--- src/rtl/range_stack.sv ---
// LIFO stack of (lo,hi) pairs with registered pop outputs, same-cycle
// push+pop replace/bypass, and sticky overflow/underflow flags.
module range_stack #(
    parameter int W     = 32,
    parameter int DEPTH = 32,
    parameter int CW    = $clog2(DEPTH + 1)
) (
    input  logic          clk,
    input  logic          rst,
    input  logic          push,
    input  logic          pop,
    input  logic          clr_err,
    input  logic [W-1:0]  lo_in,
    input  logic [W-1:0]  hi_in,
    output logic [W-1:0]  lo_out,
    output logic [W-1:0]  hi_out,
    output logic          out_valid,
    output logic [CW-1:0] count,
    output logic          empty,
    output logic          full,
    output logic          overflow,
    output logic          underflow
);

    localparam int AW = (DEPTH > 1) ? $clog2(DEPTH) : 1;

    typedef enum logic [2:0] {
        OP_NONE,
        OP_PUSH,
        OP_POP,
        OP_SWAP,
        OP_BYPASS,
        OP_OVF,
        OP_UNF
    } op_e;

    op_e           op;
    logic [AW-1:0] top_addr;
    logic [AW-1:0] wr_addr;
    logic [W-1:0]  lo_mem [DEPTH];
    logic [W-1:0]  hi_mem [DEPTH];

    assign empty = (count == '0);
    assign full  = (count == CW'(DEPTH));

    // Every push/pop combination resolves to exactly one operation per cycle.
    always_comb begin
        op = OP_NONE;
        if (push && pop) begin
            op = empty ? OP_BYPASS : OP_SWAP;
        end else if (push) begin
            op = full ? OP_OVF : OP_PUSH;
        end else if (pop) begin
            op = empty ? OP_UNF : OP_POP;
        end
    end

    always_comb begin
        top_addr = AW'(count - CW'(1));
        wr_addr  = (op == OP_PUSH) ? AW'(count) : top_addr;
    end

    // NOTE: storage has no reset; clearing count is enough to discard its contents.
    always_ff @(posedge clk) begin
        if (!rst && (op == OP_PUSH || op == OP_SWAP)) begin
            lo_mem[wr_addr] <= lo_in;
            hi_mem[wr_addr] <= hi_in;
        end
    end

    // NOTE: non-blocking assignments so a swap reads the old top before it is overwritten.
    always_ff @(posedge clk) begin
        if (rst) begin
            count     <= '0;
            lo_out    <= '0;
            hi_out    <= '0;
            out_valid <= 1'b0;
            overflow  <= 1'b0;
            underflow <= 1'b0;
        end else begin
            out_valid <= 1'b0;
            case (op)
                OP_PUSH: begin
                    count <= count + CW'(1);
                end
                OP_POP: begin
                    lo_out    <= lo_mem[top_addr];
                    hi_out    <= hi_mem[top_addr];
                    out_valid <= 1'b1;
                    count     <= count - CW'(1);
                end
                OP_SWAP: begin
                    lo_out    <= lo_mem[top_addr];
                    hi_out    <= hi_mem[top_addr];
                    out_valid <= 1'b1;
                end
                OP_BYPASS: begin
                    lo_out    <= lo_in;
                    hi_out    <= hi_in;
                    out_valid <= 1'b1;
                end
                default: begin
                end
            endcase

            // Clearing wins over an error raised in the same cycle.
            if (clr_err) begin
                overflow  <= 1'b0;
                underflow <= 1'b0;
            end else begin
                if (op == OP_OVF) overflow  <= 1'b1;
                if (op == OP_UNF) underflow <= 1'b1;
            end
        end
    end

endmodule
--- config.mk ---
export PLATFORM = sky130hd
export DESIGN_NAME = range_stack
export DESIGN_NICKNAME = d
export VERILOG_FILES = /design/src/rtl/range_stack.sv
export SDC_FILE = /design/constraint.sdc
export NUM_CORES = 2
export LEC_CHECK = 0
export ABC_AREA = 1
export CORE_ASPECT_RATIO = 0.5
export CORE_MARGIN = 4
export CORE_UTILIZATION = 34
export DETAILED_ROUTE_END_ITERATION = 12
export DONT_BUFFER_PORTS = 1
export PLACE_DENSITY = 0.48
export SLEW_MARGIN = 10
export SYNTH_ARGS = -nofsm -noshare
export SYNTH_HDL_FRONTEND = slang
export SYNTH_SLANG_ARGS = --single-unit
export TNS_END_PERCENT = 1
--- constraint.sdc ---
create_clock -name clk -period 7.42 [get_ports clk]
set_input_delay 0.371 -clock clk [delete_from_list [all_inputs] [get_ports clk]]
set_output_delay 0.371 -clock clk [all_outputs]
set_load 0.05 [all_outputs]
After elaboration in Yosys (flattened, before gate mapping)
Memories as Yosys holds them, arrays and structs flattened.
Cells that the tools add are included.
{"block": "word_totals", "register_bits": 73, "out_inout_bits": 75, "ram_bits": 2048, "n_memories": 2}
{"block": "op_classes", "n_addsub": 2, "mux": 13, "reduce_logical": 10, "n_eq_ne": 7}
{"memory": "hi_mem", "words": 32, "word_bits": 32, "read_ports": 1, "rd_ports_with_merged_regs": 0, "write_ports": 1, "line": "41", "text": "logic [W-1:0] hi_mem [DEPTH];"}
{"memory": "lo_mem", "words": 32, "word_bits": 32, "read_ports": 1, "rd_ports_with_merged_regs": 0, "write_ports": 1, "line": "40", "text": "logic [W-1:0] lo_mem [DEPTH];"}
{"cell": "case mux 32 bit (2 select lines)", "count": 2}
{"cell": "2-to-1 mux 3 bit", "count": 6}
{"cell": "case mux 6 bit (2 select lines)", "count": 1}
{"cell": "equality test 3 bit, second input constant", "count": 3}
{"cell": "adder 6 x 1 -> 6 bit, second input constant", "count": 1}
{"cell": "equality test 3 x 2 -> 1 bit, second input constant", "count": 2}
{"cell": "equality test 6 bit, second input constant", "count": 1}
{"cell": "zero test 6 bit", "count": 1}
{"cell": "subtractor 6 x 1 -> 6 bit, second input constant", "count": 1}
{"cell": "2-to-1 mux 5 bit", "count": 1}
{"cell": "nonzero test 2 bit", "count": 2}
{"cell": "OR reduction 2 bit", "count": 2}
{"cell": "equality test 3 x 1 -> 1 bit, second input constant", "count": 1}
{"cell": "2-to-1 mux 1 bit", "count": 3}
{"cell": "OR reduction 3 bit", "count": 1}
{"cell": "logical AND 1 bit", "count": 2}
{"cell": "zero test 1 bit", "count": 1}
{"cell": "logical OR 1 bit", "count": 1}

Depth between registers and ports, before layout
{"block": "logic_depth", "word_depth": 10, "depth_mapped": 18}

Worst setup path before layout
Ideal clock, no wire load.
{"block": "synth_path", "kind": "flip-flop to flip-flop", "startpoint": "register count[0]", "endpoint": "memory hi_mem[11][0], enable pin", "n_path_buf": 5, "setup_time_ns": 0.486, "required_ns": 6.934, "path_slack_ns": 1.749, "arrival_ns": 5.185, "path_stages_with_launch": 13, "synth_period_minus_slack_ns": 5.671, "cell_sequence": "dfxtp_1 inv_2 buf_2 buf_2 buf_2 ha_1 buf_2 clkbuf_1 nand2_1 o21ai_0 inv_1 nand3_2 nor2_1"}
{"block": "synth_via", "elab_chain_cells": 10, "word_cells_on_any_way": 16, "cone_classes": "add/sub (1); eq/ne (3); mux (9); reduce/logical (3)"}
{"element": "start: declaration", "line": "18", "text": "output logic [CW-1:0] count,"}
{"element": "start signal: assignment", "line": "84", "text": "count <= count + CW'(1);"}
{"element": "start signal: assignment", "line": "90", "text": "count <= count - CW'(1);"}
{"element": "zero test 6 bit", "line": "43", "text": "assign empty = (count == '0);"}
{"element": "2-to-1 mux 3 bit", "line": "54", "text": "op = empty ? OP_UNF : OP_POP;"}
{"element": "2-to-1 mux 3 bit", "line": "53", "text": "end else if (pop) begin"}
{"element": "2-to-1 mux 3 bit", "line": "51", "text": "end else if (push) begin"}
{"element": "2-to-1 mux 3 bit", "line": "49", "text": "if (push && pop) begin"}
{"element": "equality test 3 x 1 -> 1 bit / equality test 3 x 2 -> 1 bit (equally long branches)", "line": "60, 65"}
{"element": "logical OR 1 bit", "line": "65", "text": "if (!rst && (op == OP_PUSH || op == OP_SWAP)) begin"}
{"element": "logical AND 1 bit", "line": "65"}
{"element": "2-to-1 mux 1 bit", "line": "65"}
{"element": "2-to-1 mux 1 bit (implied by the code)", "line": "67", "text": "hi_mem[wr_addr] <= hi_in;"}
{"element": "end: declaration", "line": "41"}
Parallel ways exist; a longest one is shown, timed or not.

Worst setup path in the final report
{"block": "layout_path", "startpoint": "register count[0]", "endpoint": "memory lo_mem[21][3], enable pin"}
{"block": "layout_via", "elab_chain_cells": 10, "word_cells_on_any_way": 16, "cone_classes": "add/sub (1); eq/ne (3); mux (9); reduce/logical (3)"}
{"element": "zero test 6 bit", "line": "43"}
{"element": "2-to-1 mux 3 bit", "line": "54"}
{"element": "2-to-1 mux 3 bit", "line": "53"}
{"element": "2-to-1 mux 3 bit", "line": "51"}
{"element": "2-to-1 mux 3 bit", "line": "49"}
{"element": "equality test 3 x 1 -> 1 bit / equality test 3 x 2 -> 1 bit (equally long branches)", "line": "60, 65"}
{"element": "logical OR 1 bit", "line": "65"}
{"element": "logical AND 1 bit", "line": "65"}
{"element": "2-to-1 mux 1 bit", "line": "65"}
{"element": "2-to-1 mux 1 bit (implied by the code)", "line": "66", "text": "lo_mem[wr_addr] <= lo_in;"}
{"element": "end: declaration", "line": "40"}
Parallel ways exist; a longest one is shown, timed or not.

==> run summary <==
Clock root buffer = clkbuf_16
Largest net degree at the start of global routing = 214
Hold WC Path Type = in -> reg
Syn-to-layout area delta = 13.7%
Net Count, Synth = 7499
Top cell by count, worst path = nand2_2
RSZ-0062 raised after global routing = false
R2r setup slk = 2300 ps
Worst-Skew Late Latency = 870 ps
RR Endpoint = lo_mem[21][3]
CTS tree = yes
Arr. time, crit path = 5610 ps
Setup violations, final = 0
Pre-antenna DRT Iters = 6
WL per Instance = 25.2 um
Via density = 5.15
Crit-path max FO = 131
Worst hold slack = 57.7 ps
Most common cell after layout, fill and taps aside = nand2_1
Skew final = 38.7 ps
CP Launch Type = register
Final worst-path cycle share = 69.1%
Cell depth of the worst hold path = 4
Count of final hold-check violations = 0
Max-cap violations = 0
Reg2Reg Depth = 11
Setup TNS = 0 ps
Most frequent cells in the layout = nand2_1 (2670), edfxtp_1 (2048), nand3_1 (1608)
Die H = 363 um
Starting Density = 34.2%
Gr usage total = 20.6%
Die area = 261000 um2
Overflow after GRT = 0
Post-CTS Setup Bufs = 0
Die width = 719 um
Hold_sp = rst
Cells after Synth = 7428
Status = finished clean
Fmax = 195 MHz
IO buf count = 0
Max-slew headroom = 15.2%
Worst endpoint required time = 7910 ps
Vias after detailed routing = 56366
DRT iter0 DRCs = 6090
First-pass GRT wire length = 396000 um
Critical path's largest stage delay = 1000 ps
CTS Buffer Depth = 4
YS warnings = 0
Worst r2r src = count[0]
Syn_area_per_cell = 11.6 um2
Max Slew Vio Count = 0
FF+latch count, synth = 2121
CP Class = reg -> reg
Total Wirelength = 276000 um
Cts bufs inserted = 209
Worst Max-Slew Pin Slew = 1270 ps
Critical Path End Type = register
Buffers & Inverters on Critical Path = 3
PwrDens = 326 nW/um2
Seq/Total Area, Yosys = 73.3%
Clock Sinks = 2121
Worst setup path start = count[0]
VDD IR-drop max = 0.316 mV
Slowest-stage cell, CP = nor2_4
Cell Rows = 130
Crit path time final = 5120 ps
Vias in the first global route = 53005
Initial antenna violation count = 13
Critical path's top delay family = simple AND/OR/NAND/NOR gates
# H-tree levels = 4
Min-Delay Endpoint = hi_out[29]
Post-DRT Antenna Nets = 0
Share of layout cells above drive strength 1 = 6.81%
Count of different cell masters after synthesis = 32
Pleak = 34.9 nW
Reg clk slew, reported paths = 60 ps
Worst path cell trace = inv_8 > ha_4 > nand2_2 > inv_2 > nand2_2 > o21ai_4 > nand2_1 > o21ai_0 > nand3_2 > nor2_4 > buf_4
Final nets = 7479
Core Area = 251000 um2
Gp weighted congestion = 0.749
I/O pin total = 144
Residual DRC = 0
DP Wirelength = 134000 um
Filler instances = 24174
Post-Syn Area = 85900 um2
-- cells by family after synthesis --
kind of cell | after synthesis | synth area share [%]
and+or+nand+nor | 4450 | 21.9
DFF | 2121 | 73.3
buffers and inverters | 650 | 3.30
AOI/OAI and AO/OA | 199 | 1.37
xor gates and xnor gates | 6 | 0.0918
adders and majority gates | 2 | 0.0291
-- metrics by stage --
stage | power [mW] | utilization (%) | area, um2 | cells | setup WS, ps
after floorplan | 18.8 | - | 85900 | 7428 | 1750
after global placement | 21.6 | 35.7 | 89600 | 10439 | 2240
final | 31.8 | 38.9 | 97700 | 10943 | 2300
after detailed placement | 21.6 | 35.7 | 89600 | 10440 | 2230
after global routing | 33.3 | 38.9 | 97700 | 10939 | 2000
after CTS | 32.1 | 38.9 | 97700 | 10939 | 2220
-- metal layers --
metal	part of all wire, %	wire length, um	track usage [%]	vias up
met4	2.0	5430	4.23	2
met3	6.1	16700	2.60	308
li1	-	-	-	25828
met1	46	128000	30.5	28424
met5	0.0047	13	0	-
met2	45	125000	32.5	1804
-- Yosys cell counts, drive strengths merged --
library cell	instances	area, um2
nand2	2679	10100
edfxtp	2048	61500
nand3	1614	8110
buf	322	1610
inv	178	668
clkbuf	150	563
nor2	150	583
o21ai	84	439
dfxtp	73	1460
o211ai	59	443
a21oi	52	268
or2	6	37.5
xor2	5	70.1
ha	2	25.0
o22ai	2	12.5
a22oi	1	7.51
a31oi	1	6.26
nor3	1	5.00
xnor2	1	8.76
-- final cells by class --
class / count / area (um2) / area share (%)
Antenna cell: 4 / 10.0 / 0.0102
Tap cell: 3366 / 4210 / 4.31
Clock buffer: 279 / 5570 / 5.71
Clock inverter: 97 / 744 / 0.762
Inverter: 178 / 688 / 0.705
Multi-Input combinational cell: 4657 / 20400 / 20.9
Timing Repair Buffer: 241 / 3070 / 3.14
Sequential cell: 2121 / 63000 / 64.5
-- how the worst max path moves through the flow --
stage | cells after the start | to | slack, ps
final | 11 | lo_mem[21][3] | 2300
after global routing | 11 | lo_mem[21][3] | 2000
after CTS | 11 | hi_mem[21][10] | 2220
after detailed placement | 11 | hi_mem[21][7] | 2230
after global placement | 11 | hi_mem[21][7] | 2240
after floorplan | 12 | hi_mem[11][0] | 1750
-- registers in the layout (all words and copies together) (netlist names) --
signal     count
lo_mem      1024
hi_out        32
out_valid      1
lo_out        32
hi_mem      1024
underflow      1
overflow       1
count          6
-- timing repair --
item	in CTS	in global routing
resized for setup	0	0
setup endpoints to repair	0	0
hold buffers	123	0
endpoints found under the hold margin	2119	0
-- worst register-to-register path: stages (launching register included) --
cell and delay [ps]:
dfxtp_4 540, inv_8 760, ha_4 290, nand2_2 80, inv_2 80, nand2_2 100, o21ai_4 430, nand2_1 80
o21ai_0 200, nand3_2 490, nor2_4 1010, buf_4 660
-- report_power, final --
part / internal, mW / switching (mW) / total, mW
logic: 1.97 / 5.64 / 7.62
clock network: 5.60 / 4.60 / 10.2
registers: 13.4 / 0.572 / 14.0
total: 21.0 / 10.8 / 31.8
No activity file was read; power rests on OpenSTA's default activity.
